### config.mk
export PLATFORM = sky130hd
export DESIGN_NAME = matrix_uop_sequencer
export DESIGN_NICKNAME = d
export VERILOG_FILES = /design/src/rtl/matrix_uop_sequencer.sv
export SDC_FILE = /design/constraint.sdc
export NUM_CORES = 1
export LEC_CHECK = 0
export BUFFER_PORTS_ARGS = -buffer_cell sky130_fd_sc_hd__buf_2
export CORE_MARGIN = 2
export CORE_UTILIZATION = 30
export DETAILED_ROUTE_END_ITERATION = 8
export GPL_TIMING_DRIVEN = 0
export PLACE_DENSITY = 0.5
export SYNTH_ARGS = -nofsm -noshare
export SYNTH_HDL_FRONTEND = slang
export SYNTH_SLANG_ARGS = --single-unit
export TNS_END_PERCENT = 30
### constraint.sdc
create_clock -name clk -period 2.9 [get_ports clk]
set_input_delay 0.725 -clock clk [delete_from_list [all_inputs] [get_ports clk]]
set_output_delay 0.725 -clock clk [all_outputs]
set_load 0.05 [all_outputs]
### src/rtl/matrix_uop_sequencer.sv
// matrix_uop_sequencer: decodes one matrix instruction in ID and expands it
// into a row-by-row micro-op stream for the matrix unit, stalling IF/ID until
// the whole stream has been issued.
// Optional build macro: MATRIX_SEQ_PERF_EN adds perf_uops / perf_stall counters.
module matrix_uop_sequencer #(
  parameter int unsigned ROWS       = 4,
  parameter int unsigned ADDR_W     = 32,
  parameter logic [6:0]  MAT_OPCODE = 7'b0001011,
  localparam int unsigned RW        = (ROWS > 1) ? $clog2(ROWS) : 1
) (
  input  logic              clk,
  input  logic              rst,
  input  logic              id_valid,
  input  logic [31:0]       id_inst,
  output logic              id_ready,
  input  logic [ADDR_W-1:0] rs1_val,
  input  logic [ADDR_W-1:0] rs2_val,
  input  logic              flush,
  output logic              stall,
  output logic              uop_valid,
  input  logic              uop_ready,
  output logic [2:0]        uop_kind,
  output logic [RW-1:0]     uop_row,
  output logic [ADDR_W-1:0] uop_addr,
  output logic              uop_last,
  output logic              done,
  output logic              illegal
`ifdef MATRIX_SEQ_PERF_EN
  ,
  output logic [31:0]       perf_uops,
  output logic [31:0]       perf_stall
`endif
);

  localparam logic [RW-1:0] ROW_LAST = RW'(ROWS - 1);

  typedef enum logic [1:0] {
    ST_IDLE,
    ST_ISSUE,
    ST_DONE
  } state_t;

  state_t              state_q, state_d;
  logic [ADDR_W-1:0]   stride_q, stride_d;
  logic                valid_d;
  logic [2:0]          kind_d;
  logic [RW-1:0]       row_d;
  logic [ADDR_W-1:0]   addr_d;
  logic                last_d;
  logic                done_d;
  logic                illegal_d;

  logic                is_mat;
  logic [2:0]          funct3;
  logic                row_op;
  logic                single_op;
  logic                handshake;
  logic                unused_inst;

  // Instruction decode from opcode and funct3
  assign is_mat    = id_valid & (id_inst[6:0] == MAT_OPCODE);
  assign funct3    = id_inst[14:12];
  assign row_op    = (funct3 == 3'b000) | (funct3 == 3'b001) | (funct3 == 3'b100);
  assign single_op = (funct3 == 3'b010) | (funct3 == 3'b011);
  assign handshake = uop_valid & uop_ready;
  assign unused_inst = ^{id_inst[31:15], id_inst[11:7]};

  // Front-end handshake: accept only when idle, hold IF/ID while busy or decoding
  assign id_ready = (state_q == ST_IDLE);
  assign stall    = is_mat | (state_q != ST_IDLE);

  // State register
  always_ff @(posedge clk or posedge rst) begin
    if (rst) begin
      state_q <= ST_IDLE;
    end else begin
      state_q <= state_d;
    end
  end

  // Next-state and next-output logic
  always_comb begin
    state_d   = state_q;
    stride_d  = stride_q;
    valid_d   = uop_valid;
    kind_d    = uop_kind;
    row_d     = uop_row;
    addr_d    = uop_addr;
    last_d    = uop_last;
    done_d    = 1'b0;
    illegal_d = 1'b0;
    unique case (state_q)
      ST_IDLE: begin
        if (is_mat && !flush) begin
          if (row_op || single_op) begin
            state_d  = ST_ISSUE;
            valid_d  = 1'b1;
            kind_d   = funct3;
            row_d    = '0;
            addr_d   = rs1_val;
            stride_d = rs2_val;
            last_d   = single_op | (ROW_LAST == '0);
          end else begin
            illegal_d = 1'b1;
          end
        end
      end
      ST_ISSUE: begin
        if (flush) begin
          // A uop handshaking alongside flush is still delivered; flush wins on state
          state_d = ST_IDLE;
          valid_d = 1'b0;
        end else if (handshake) begin
          if (uop_last) begin
            state_d = ST_DONE;
            valid_d = 1'b0;
            done_d  = 1'b1;
          end else begin
            row_d  = uop_row + RW'(1);
            addr_d = uop_addr + stride_q;
            last_d = (row_d == ROW_LAST);
          end
        end
      end
      ST_DONE: begin
        state_d = ST_IDLE;
      end
      default: begin
        state_d = ST_IDLE;
        valid_d = 1'b0;
      end
    endcase
  end

  // Registered uop outputs and latched stride
  always_ff @(posedge clk or posedge rst) begin
    if (rst) begin
      stride_q  <= '0;
      uop_valid <= 1'b0;
      uop_kind  <= 3'b000;
      uop_row   <= '0;
      uop_addr  <= '0;
      uop_last  <= 1'b0;
      done      <= 1'b0;
      illegal   <= 1'b0;
    end else begin
      stride_q  <= stride_d;
      uop_valid <= valid_d;
      uop_kind  <= kind_d;
      uop_row   <= row_d;
      uop_addr  <= addr_d;
      uop_last  <= last_d;
      done      <= done_d;
      illegal   <= illegal_d;
    end
  end

`ifdef MATRIX_SEQ_PERF_EN
  // Free-running handshake and stall-cycle counters, cleared only by reset
  always_ff @(posedge clk or posedge rst) begin
    if (rst) begin
      perf_uops  <= 32'd0;
      perf_stall <= 32'd0;
    end else begin
      if (handshake) perf_uops <= perf_uops + 32'd1;
      if (stall)     perf_stall <= perf_stall + 32'd1;
    end
  end
`else
  // Performance counters are not built in this configuration
`endif

endmodule

==> flow_summary.json, run 1 <==
{
  "power.clock.fraction": 0.466,
  "holdCritPathClass": "primary input to asynchronous set/reset pin",
  "timing.final.crit_period_ps": 2780,
  "timing.reg2reg.setup_slack_ps": 120,
  "yosysTopAreaCellShare": 0.404,
  "antenna_found_initial": 0,
  "pwr-share-comb": 0.133,
  "numCtsBuffers": 9,
  "route.antenna.remaining_nets": 0,
  "num_vias": 4188,
  "yosysSeqAreaShare": 0.404,
  "num-fill-cells": 1513,
  "synth_seq_cells": 75,
  "route.detailed.drc": 0,
  "floorplan.die.height_um": 128,
  "power.net_switching_w": 0.000730,
  "setup.worst_path.end_class": "flop",
  "via_per_inst": 5.08,
  "setup-violations-final": 0,
  "cp_max_fo": 7,
  "clock_latency_on_the_worst_skew_pair_ps": 350,
  "synthTopCellsByArea": "sky130_fd_sc_hd__dfrtp_1 (40%), sky130_fd_sc_hd__mux2_2 (8.7%), sky130_fd_sc_hd__ha_1 (8.6%)",
  "tritoncts": "yes",
  "layout.cell_area.non_filler_mm2": 0.00595,
  "h_tree_depth_reported_by_cts": 3,
  "path_class": "flop to flop",
  "final_layout_size_suffix_gt1_frac": 0.317,
  "timing.final.crit_share": 0.958,
  "final_common_cell": "sky130_fd_sc_hd__buf_2",
  "crit_start": "uop_addr[11]",
  "io_pins": 144,
  "std_cell_rows": 45,
  "tightest_slew_ps": 726,
  "wirelength_mm": 14.4,
  "postLayoutCoreUtil": 0.393,
  "ir_worst_vdd_v": 0.000338,
  "die_width_um": 128,
  "ys_types": 53,
  "die_area_mm2": 0.0165,
  "worst_r2r_path_depth": 10,
  "yosys_warnings": 0,
  "setup_repair_after_global_routing_missed_its_margin": "yes",
  "timing.critical_path.from_type": "flop",
  "per_instance_average_area_after_synthesis_um2": 9.36,
  "path_clk_slew_ps": 60,
  "buffer_ports.inserted": 121,
  "detail_route.wl_per_cell_um": 17.4,
  "initial_util": 0.306,
  "synthToLayoutAreaGrowth_pct": 28.1,
  "synth-async-reset-ratio": 1.00,
  "dr.pass1.iters": 5,
  "grt.overflow.total": 0,
  "finish.net_count": 766,
  "maxSlewHeadroom": 0.516,
  "cap_viol_max_count": 0,
  "number_of_max_slew_violations_in_the_final_report": 0,
  "grt_pass1_wl_mm": 22.3,
  "finalWeightedCongestion": 0.868,
  "synth_flop_cell": "sky130_fd_sc_hd__dfrtp_1",
  "syn-cell-area_mm2": 0.00464,
  "synth.net_count": 630,
  "grt_start_max_net_pins": 43,
  "worstReg2RegStart": "uop_addr[11]",
  "final.hold.worst_slack_ps": 384,
  "cp_data_arrival_time_ps": 3050,
  "yosys.area.top_type": "sky130_fd_sc_hd__dfrtp_1",
  "placedCellCount": 806,
  "clock_sink_count": 75,
  "initialDrtViolationCount": 254,
  "ant_diodes": 0,
  "hpwlAfterDp_mm": 11.0,
  "totalPowerFinal_w": 0.00279,
  "netlist_instances": 496,
  "stdcell_count": 825,
  "critical_path.endpoint": "uop_addr[31]",
  "core_area_mm2": 0.0151,
  "global_route.usage.total": 0.178,
  "synth_enable_flop_cells": 0,
  "share_seq_of_total_power": 0.401,
  "internal_power_w": 0.00206,
  "most-common-layout-cells": "sky130_fd_sc_hd__buf_2 (121), sky130_fd_sc_hd__dfrtp_1 (74), sky130_fd_sc_hd__nand2_1 (57)",
  "clock_skew_ps": 5.11,
  "critical_path.reg2reg.endpoint": "uop_addr[31]",
  "clockRootBuffer": "sky130_fd_sc_hd__clkbuf_16",
  "grt_pass1_vias": 4172,
  "pwr_density_cell_mw_per_mm2": 469,
  "placed_cell_area_mm2": 0.00551,
  "outcome": "completed",
  "ctsLongestPathBuffers": 2,
  "achievable-frequency_mhz": 360,
  "finalHoldViolations": 0,
  "switching_share": 0.262,
  "static-leakage-power_nw": 3.17,
  "worstPathRequired_ps": 3170
}
worst min-delay path by stage:
| stage | from | depth (start not counted) | end |
|---|---|---|---|
| after floorplan | state_q[1] | 1 | illegal |
| after global placement | uop_kind[0] | 1 | uop_kind[0] |
| after detailed placement | state_q[1] | 1 | illegal |
| after CTS | rst | 2 | uop_addr[11] |
| after global routing | rst | 2 | uop_addr[11] |
| final | rst | 2 | uop_addr[11] |
through the flow:
step | setup WS, ps | TNS [ps]
2_1_floorplan | -11.2 | -11.2
3_3_place_gp | -1040 | -69300
3_5_place_dp | -756 | -9720
4_1_cts | -93.7 | -160
5_1_grt | -20.4 | -20.4
6_report | 121 | 0
worst max-delay path: stages (launching register included):
cell	delay, ps
sky130_fd_sc_hd__dfrtp_1	400
sky130_fd_sc_hd__ha_1	400
sky130_fd_sc_hd__and4_4	270
sky130_fd_sc_hd__and3_4	190
sky130_fd_sc_hd__o211ai_2	90
sky130_fd_sc_hd__nand3_2	120
sky130_fd_sc_hd__a32oi_2	90
sky130_fd_sc_hd__or3_4	370
sky130_fd_sc_hd__and3_4	160
sky130_fd_sc_hd__or4_1	520
sky130_fd_sc_hd__o211ai_1	90
power by group through the flow:
stage,Sequential [W],Clock (W),Combinational [W]
6_report,0.00112,0.00130,0.000371
5_1_grt,0.00113,0.00137,0.000406
4_1_cts,0.00112,0.00133,0.000370
3_5_place_dp,0.00114,0,0.000368
3_3_place_gp,0.00114,0,0.000359
2_1_floorplan,0.00122,0,0.000154
layer usage:
metal,up-vias,global-route usage,routed length [µm]
li1,2077,-,-
met1,1972,0.239,6590
met2,122,0.284,6470
met3,17,0.0449,1060
met4,0,0.0556,247
met5,-,0,0
synth_stat cells, types with 2 or more instances:
| cell type | instances |
|---|---|
| sky130_fd_sc_hd__dfrtp_1 | 75 |
| sky130_fd_sc_hd__nand2_1 | 57 |
| sky130_fd_sc_hd__a21oi_1 | 53 |
| sky130_fd_sc_hd__nor2_1 | 40 |
| sky130_fd_sc_hd__mux2_2 | 36 |
| sky130_fd_sc_hd__o21ai_0 | 34 |
| sky130_fd_sc_hd__ha_1 | 32 |
| sky130_fd_sc_hd__a21o_1 | 18 |
| sky130_fd_sc_hd__clkbuf_1 | 18 |
| sky130_fd_sc_hd__a31oi_1 | 14 |
| sky130_fd_sc_hd__xor2_1 | 12 |
| sky130_fd_sc_hd__inv_1 | 10 |
| sky130_fd_sc_hd__nor3_1 | 10 |
| sky130_fd_sc_hd__xnor2_1 | 8 |
| sky130_fd_sc_hd__a211oi_1 | 6 |
| sky130_fd_sc_hd__and3_1 | 6 |
| sky130_fd_sc_hd__nand3_1 | 5 |
| sky130_fd_sc_hd__o21bai_1 | 5 |
| sky130_fd_sc_hd__and2_1 | 4 |
| sky130_fd_sc_hd__nand4_1 | 4 |
| sky130_fd_sc_hd__or3_1 | 4 |
| sky130_fd_sc_hd__a21boi_0 | 3 |
| sky130_fd_sc_hd__nor2b_1 | 3 |
| sky130_fd_sc_hd__o211ai_1 | 3 |
| sky130_fd_sc_hd__o21a_1 | 3 |
| sky130_fd_sc_hd__a41oi_1 | 2 |
| sky130_fd_sc_hd__and4_1 | 2 |
| sky130_fd_sc_hd__mux2i_1 | 2 |
| sky130_fd_sc_hd__nand2b_1 | 2 |
| sky130_fd_sc_hd__nor4b_1 | 2 |
what timing repair did:
item	in CTS	in global routing
pin swaps	3	6
hold endpoints to repair	0	0
gates resized for setup	6	15
buffers inserted	0	3
hold buffers	0	0
setup endpoints to repair	13	22
area by class of cell:
cell class | instances | area (µm²) | area share
clock inverters | 7 | 116 | 0.0196
well taps | 188 | 235 | 0.0395
plain buffers | 19 | 83.8 | 0.0141
repair buffers | 125 | 648 | 0.109
inverters | 10 | 40.0 | 0.00673
multi-input cells | 392 | 2720 | 0.458
flip-flops and latches | 75 | 1880 | 0.316
clock buffers | 9 | 225 | 0.0379
cells by family after synthesis:
logic type,count (synthesis),share of synthesized area
multiplexers,38,0.0916
AO/OA/AOI/OAI,154,0.204
XOR/XNOR,20,0.0377
adder cells (fa/ha/maj),33,0.0906
flip-flops,75,0.404
AND/OR/NAND/NOR,147,0.148
buffers and inverters,29,0.0243
flip-flops by register name, indices dropped and copies added, names as in the netlist:
name       cells
done           1
uop_kind       3
stride_q      32
state_q        2
illegal        1
uop_row        2
uop_last       1
uop_addr      32
uop_valid      1
Note: power is estimated with default switching activity, not from simulation.
==> run 2, diff against run 1 <==
--- a/config.mk
+++ b/config.mk
@@ -6,11 +6,13 @@
 export NUM_CORES = 1
 export LEC_CHECK = 0
 export BUFFER_PORTS_ARGS = -buffer_cell sky130_fd_sc_hd__buf_2
+export CELL_PAD_IN_SITES_DETAIL_PLACEMENT = 1
+export CELL_PAD_IN_SITES_GLOBAL_PLACEMENT = 1
 export CORE_MARGIN = 2
-export CORE_UTILIZATION = 30
+export CORE_UTILIZATION = 35
 export DETAILED_ROUTE_END_ITERATION = 8
 export GPL_TIMING_DRIVEN = 0
-export PLACE_DENSITY = 0.5
+export PLACE_DENSITY = 0.74
 export SYNTH_ARGS = -nofsm -noshare
 export SYNTH_HDL_FRONTEND = slang
 export SYNTH_SLANG_ARGS = --single-unit
==> run 2 against run 1 <==
  * Global-route usage increased by 4.1 points
  * Worst hold slack worse by 11 ps
  * Fmax is 3.1% lower
  * Register-to-register slack worse by 90 ps
  * Non-clock buffer count increased by 2
  * Worst setup slack lost 88 ps
  * Critical path type unchanged
  * Critical endpoint is now uop_addr[30]
==> flow_summary.json, run 2 (synthesized netlist as in run 1, its figures left out) <==
{
  "grt_pass1_vias": 4653,
  "numCtsBuffers": 9,
  "met2WireLength_mm": 7.22,
  "maxUsedRoutingLayer": "met4",
  "tightest_slew_ps": 803,
  "hpwlAfterDp_mm": 11.6,
  "buffer_ports.inserted": 121,
  "pwr-share-comb": 0.146,
  "wirelength_mm": 15.3,
  "num_vias": 4356,
  "critical_path.top_delay_family": "compound AO/OA/AOI/OAI gates",
  "pre_cts_slack_ps": -826,
  "multi_input_area_mm2": 0.00273,
  "internal_power_w": 0.00187,
  "synthToLayoutAreaGrowth_pct": 27.1,
  "die_width_um": 119,
  "io_pins": 144,
  "grt_pass1_wl_mm": 24.1,
  "h_tree_depth_reported_by_cts": 3,
  "antenna_found_initial": 0,
  "die_area_mm2": 0.0142,
  "route.antenna.remaining_nets": 0,
  "cp_data_arrival_time_ps": 3080,
  "timing.final.crit_share": 0.989,
  "path_buf_inv": 1,
  "holdCritPathClass": "primary input to asynchronous set/reset pin",
  "cp_max_fo": 3,
  "path_clk_slew_ps": 60,
  "via_per_inst": 5.35,
  "num-fill-cells": 1561,
  "final_layout_size_suffix_gt1_frac": 0.320,
  "setup_slack_ps": 32.4,
  "critical-path-max-stage-delay_ps": 420,
  "grt.overflow.total": 0,
  "path_class": "flop to flop",
  "power.net_switching_w": 0.000709,
  "share_seq_of_total_power": 0.436,
  "global_route.usage.total": 0.219,
  "achievable-frequency_mhz": 349,
  "pwr_density_cell_mw_per_mm2": 436,
  "initial_util": 0.355,
  "worstPathRequired_ps": 3110,
  "clock_skew_ps": 5.19,
  "ant_diodes": 0,
  "static-leakage-power_nw": 3.16,
  "detail_route.wl_per_cell_um": 18.8,
  "setup_repair_after_global_routing_missed_its_margin": "yes",
  "drt-met1-wl_mm": 6.96,
  "seq_area_mm2": 0.00188,
  "finish.net_count": 768,
  "worst_path_cell_chain": "ha_1 > fa_2 > a21o_1 > a21o_1 > a21oi_4 > o32ai_2 > o211ai_1 > buf_4 > a21oi_1 > a211oi_2 > xor2_1 > o22ai_1",
  "switching_share": 0.275,
  "clock_sink_count": 75,
  "most-common-layout-cells": "sky130_fd_sc_hd__buf_2 (121), sky130_fd_sc_hd__dfrtp_1 (74), sky130_fd_sc_hd__nand2_1 (57)",
  "timing.final.crit_period_ps": 2870,
  "ir_worst_vdd_v": 0.000226,
  "final.setup.tns_ps": 0,
  "wl_met3_um": 835,
  "core_area_mm2": 0.0131,
  "grt_start_max_net_pins": 47,
  "timing.critical_path.from_type": "flop",
  "finalWeightedCongestion": 0.916,
  "critical_path.most_common_cell": "sky130_fd_sc_hd__a21o_1",
  "clock_latency_on_the_worst_skew_pair_ps": 350,
  "initialDrtViolationCount": 211,
  "setup.worst_path.end_class": "flop",
  "final.hold.worst_slack_ps": 374,
  "totalPowerFinal_w": 0.00258,
  "final_common_cell": "sky130_fd_sc_hd__buf_2",
  "tritoncts": "yes",
  "outcome": "completed",
  "route.detailed.drc": 0,
  "std_cell_rows": 42,
  "cap_viol_max_count": 0,
  "critPathSlowestCell": "sky130_fd_sc_hd__dfrtp_2",
  "number_of_max_slew_violations_in_the_final_report": 0,
  "layout_top_registers": "stride_q (32), uop_addr (32), uop_kind (3)",
  "setup-violations-final": 0,
  "clockRootBuffer": "sky130_fd_sc_hd__clkbuf_16",
  "ctsLongestPathBuffers": 2,
  "finalHoldViolations": 0,
  "power.clock.fraction": 0.418,
  "dr.pass1.iters": 4,
  "maxSlewHeadroom": 0.460,
  "floorplan.die.height_um": 119
}
run 2: power groups by stage:
stage	sequential (W)	combinational (W)	clock [W]
global route	0.00113	0.000409	0.00114
finish	0.00112	0.000376	0.00108
global placement	0.00114	0.000356	0
floorplan	0.00122	0.000154	0
detailed placement	0.00114	0.000373	0
CTS	0.00112	0.000376	0.00110
run 2: worst paths after layout:
| kind | start | endpoint | slack (ps) | depth (start not counted) |
|---|---|---|---|---|
| hold reg to reg | uop_addr[9] | uop_addr[9] | 510 | 2 |
| max in group asynchronous | rst | uop_addr[0] | 1940 | 3 |
| setup reg to reg | uop_addr[0] | uop_addr[30] | 30 | 12 |
| min in group clk | uop_addr[9] | uop_addr[9] | 510 | 2 |
| hold / removal | rst | uop_addr[11] | 370 | 2 |
| setup / recovery | uop_addr[0] | uop_addr[30] | 30 | 12 |
run 2: layout make-up:
class / instances / area share
Timing Repair Buffer: 127 / 0.114
Tap cell: 176 / 0.0373
Clock inverter: 2 / 0.00170
Multi-Input combinational cell: 392 / 0.463
Clock buffer: 13 / 0.0458
Inverter: 10 / 0.00678
Sequential cell: 75 / 0.318
Buffer: 19 / 0.0136
run 2: metrics by stage:
step	area [µm²]	instances	utilization
detailed placement	5500	794	0.421
finish	5900	814	0.451
global route	5900	814	0.451
CTS	5820	809	0.445
global placement	5470	793	0.418
floorplan	4650	496	-
run 2: routing by layer:
layer | GRT usage | up-vias
met1 | 0.286 | 2133
met5 | 0 | -
met2 | 0.356 | 120
met4 | 0.0893 | 0
li1 | - | 2081
met3 | 0.0421 | 22
run 2: timing repair:
item,in CTS,in global routing
pin swaps,3,8
buffers inserted,0,5
setup endpoints to repair,17,17
endpoints found under the hold margin,0,0
resized for setup,9,14
hold buffers,0,0
==> run 3, diff against run 2 <==
--- a/config.mk
+++ b/config.mk
@@ -5,7 +5,7 @@
 export SDC_FILE = /design/constraint.sdc
 export NUM_CORES = 1
 export LEC_CHECK = 0
-export BUFFER_PORTS_ARGS = -buffer_cell sky130_fd_sc_hd__buf_2
+export BUFFER_PORTS_ARGS = -buffer_cell sky130_fd_sc_hd__buf_4
 export CELL_PAD_IN_SITES_DETAIL_PLACEMENT = 1
 export CELL_PAD_IN_SITES_GLOBAL_PLACEMENT = 1
 export CORE_MARGIN = 2
==> run 3 against run 2 <==
  * Combinational power grew 13%
  * Core utilization increased by 3.1 points
  * Cell area rose by 6.8%
  * Clock power about the same
  * Flip-flop and latch count unchanged
  * Fmax up 0.34%
  * Critical endpoint unchanged
==> flow_summary.json, run 3 (synthesized netlist as in run 1, its figures left out) <==
{
  "switching_share": 0.268,
  "dr.pass1.iters": 4,
  "timing.reg2reg.setup_slack_ps": 40,
  "final_layout_size_suffix_gt1_frac": 0.334,
  "timing.critical_path.from_type": "flop",
  "ant_diodes": 0,
  "setup-violations-final": 0,
  "pwr-share-comb": 0.159,
  "ctsLongestPathBuffers": 2,
  "route.antenna.remaining_nets": 0,
  "setup_repair_after_global_routing_missed_its_margin": "yes",
  "pre_cts_slack_ps": -779,
  "setup_slack_ps": 42.1,
  "achievable-frequency_mhz": 350,
  "finalWeightedCongestion": 0.904,
  "tritoncts": "yes",
  "num_vias": 4379,
  "postLayoutCoreUtil": 0.482,
  "path_buf_inv": 1,
  "pwr_density_cell_mw_per_mm2": 422,
  "wirelength_mm": 15.4,
  "path_clk_slew_ps": 60,
  "final_common_cell": "sky130_fd_sc_hd__buf_4",
  "finalHoldViolations": 0,
  "detail_route.wl_per_cell_um": 18.9,
  "path_class": "flop to flop",
  "number_of_max_slew_violations_in_the_final_report": 0,
  "h_tree_depth_reported_by_cts": 3,
  "hpwlAfterDp_mm": 11.6,
  "worst_path_cell_chain": "ha_1 > fa_2 > a21o_1 > a21o_1 > a21oi_4 > o32ai_4 > o211ai_1 > buf_4 > a21oi_1 > a211oi_2 > xor2_1 > o22ai_1",
  "setup.worst_path.end_class": "flop",
  "buffer_ports.inserted": 121,
  "core_area_mm2": 0.0131,
  "layout.cell_area.non_filler_mm2": 0.00630,
  "timing.final.crit_share": 0.985,
  "ir_worst_vdd_v": 0.000274,
  "initialDrtViolationCount": 221,
  "grt_pass1_vias": 4760,
  "cp_max_fo": 3,
  "synthToLayoutAreaGrowth_pct": 35.8,
  "initial_util": 0.355,
  "maxSlewHeadroom": 0.499,
  "cts-hold-fix-buffers": 0,
  "route.detailed.drc": 0,
  "critical_path.reg2reg.endpoint": "uop_addr[30]",
  "critical_path.endpoint": "uop_addr[30]",
  "final.hold.worst_slack_ps": 334,
  "grt_pass1_wl_mm": 24.7,
  "worstReg2RegStart": "uop_addr[0]",
  "timing.final.crit_period_ps": 2860,
  "clock_sink_count": 75,
  "power.clock.fraction": 0.419,
  "grt_start_max_net_pins": 56,
  "critical-path-max-stage-delay_ps": 420,
  "holdCritPathClass": "primary input to asynchronous set/reset pin",
  "via_per_inst": 5.36,
  "numCtsBuffers": 9,
  "clock_skew_ps": 4.86,
  "internal_power_w": 0.00195,
  "critPathSlowestCell": "sky130_fd_sc_hd__dfrtp_2",
  "die_area_mm2": 0.0142,
  "antenna_found_initial": 0,
  "crit_start": "uop_addr[0]",
  "critical_path.top_delay_family": "compound AO/OA/AOI/OAI gates",
  "io_pins": 144,
  "tightest_slew_ps": 751,
  "global_route.usage.total": 0.225,
  "clock_latency_on_the_worst_skew_pair_ps": 350,
  "cap_viol_max_count": 0,
  "outcome": "completed",
  "finish.net_count": 772,
  "placed_cell_area_mm2": 0.00581,
  "critical_path_cell_count": 12,
  "totalPowerFinal_w": 0.00266,
  "floorplan.die.height_um": 119,
  "die_width_um": 119,
  "std_cell_rows": 42,
  "critical_path.most_common_cell": "sky130_fd_sc_hd__a21o_1",
  "static-leakage-power_nw": 3.22,
  "power.net_switching_w": 0.000714,
  "clockRootBuffer": "sky130_fd_sc_hd__clkbuf_16",
  "cp_data_arrival_time_ps": 3070,
  "most-common-layout-cells": "sky130_fd_sc_hd__buf_4 (130), sky130_fd_sc_hd__dfrtp_1 (74), sky130_fd_sc_hd__nand2_1 (57)",
  "grt.overflow.total": 0,
  "worstPathRequired_ps": 3110,
  "worst_r2r_path_depth": 12,
  "layout_top_registers": "stride_q (32), uop_addr (32), uop_kind (3)",
  "share_seq_of_total_power": 0.422
}
## run 3: final cells by class
type	count	area, µm²
clock buffer	11	243
timing repair buffer	131	1000
sequential	75	1880
inverter	10	40.0
multi-input combinational	392	2790
buffer	19	87.6
fill	1514	6780
tap	176	220
clock inverter	3	40.0
## run 3: what timing repair did
item / 4_1_cts / 5_1_grt
endpoints found under the setup margin: 16 / 23
resized for setup: 9 / 28
pin swaps: 3 / 7
buffers inserted: 3 / 6
## run 3: per-stage QoR
stage               std cells  TNS, ps
floorplan                 496    -11.2
global placement          793   -68040
detailed placement        794   -11200
CTS                       811    -30.5
global route              817    -80.4
finish                    817        0
## run 3: how the worst min path moves through the flow
stage / from / cells past startpoint / to
6_report: rst / 2 / uop_addr[11]
5_1_grt: rst / 2 / uop_addr[8]
4_1_cts: rst / 2 / uop_addr[11]
3_5_place_dp: stride_q[23] / 1 / stride_q[23]
3_3_place_gp: stride_q[31] / 1 / stride_q[31]
2_1_floorplan: state_q[1] / 1 / illegal
## run 3: routing by layer
| metal | wire length, µm | GRT usage | share of wire |
|---|---|---|---|
| met1 | 6980 | 0.284 | 0.45 |
| met2 | 7380 | 0.372 | 0.48 |
| met3 | 723 | 0.0465 | 0.047 |
| met4 | 365 | 0.0952 | 0.024 |
| met5 | 0 | 0 | 0 |
## run 3: power groups by stage
stage,clock network [W],registers [W],logic [W]
final,0.00111,0.00112,0.000425
after global routing,0.00117,0.00113,0.000461
after CTS,0.00113,0.00112,0.000419
after detailed placement,0,0.00114,0.000416
after global placement,0,0.00114,0.000400
after floorplan,0,0.00122,0.000154
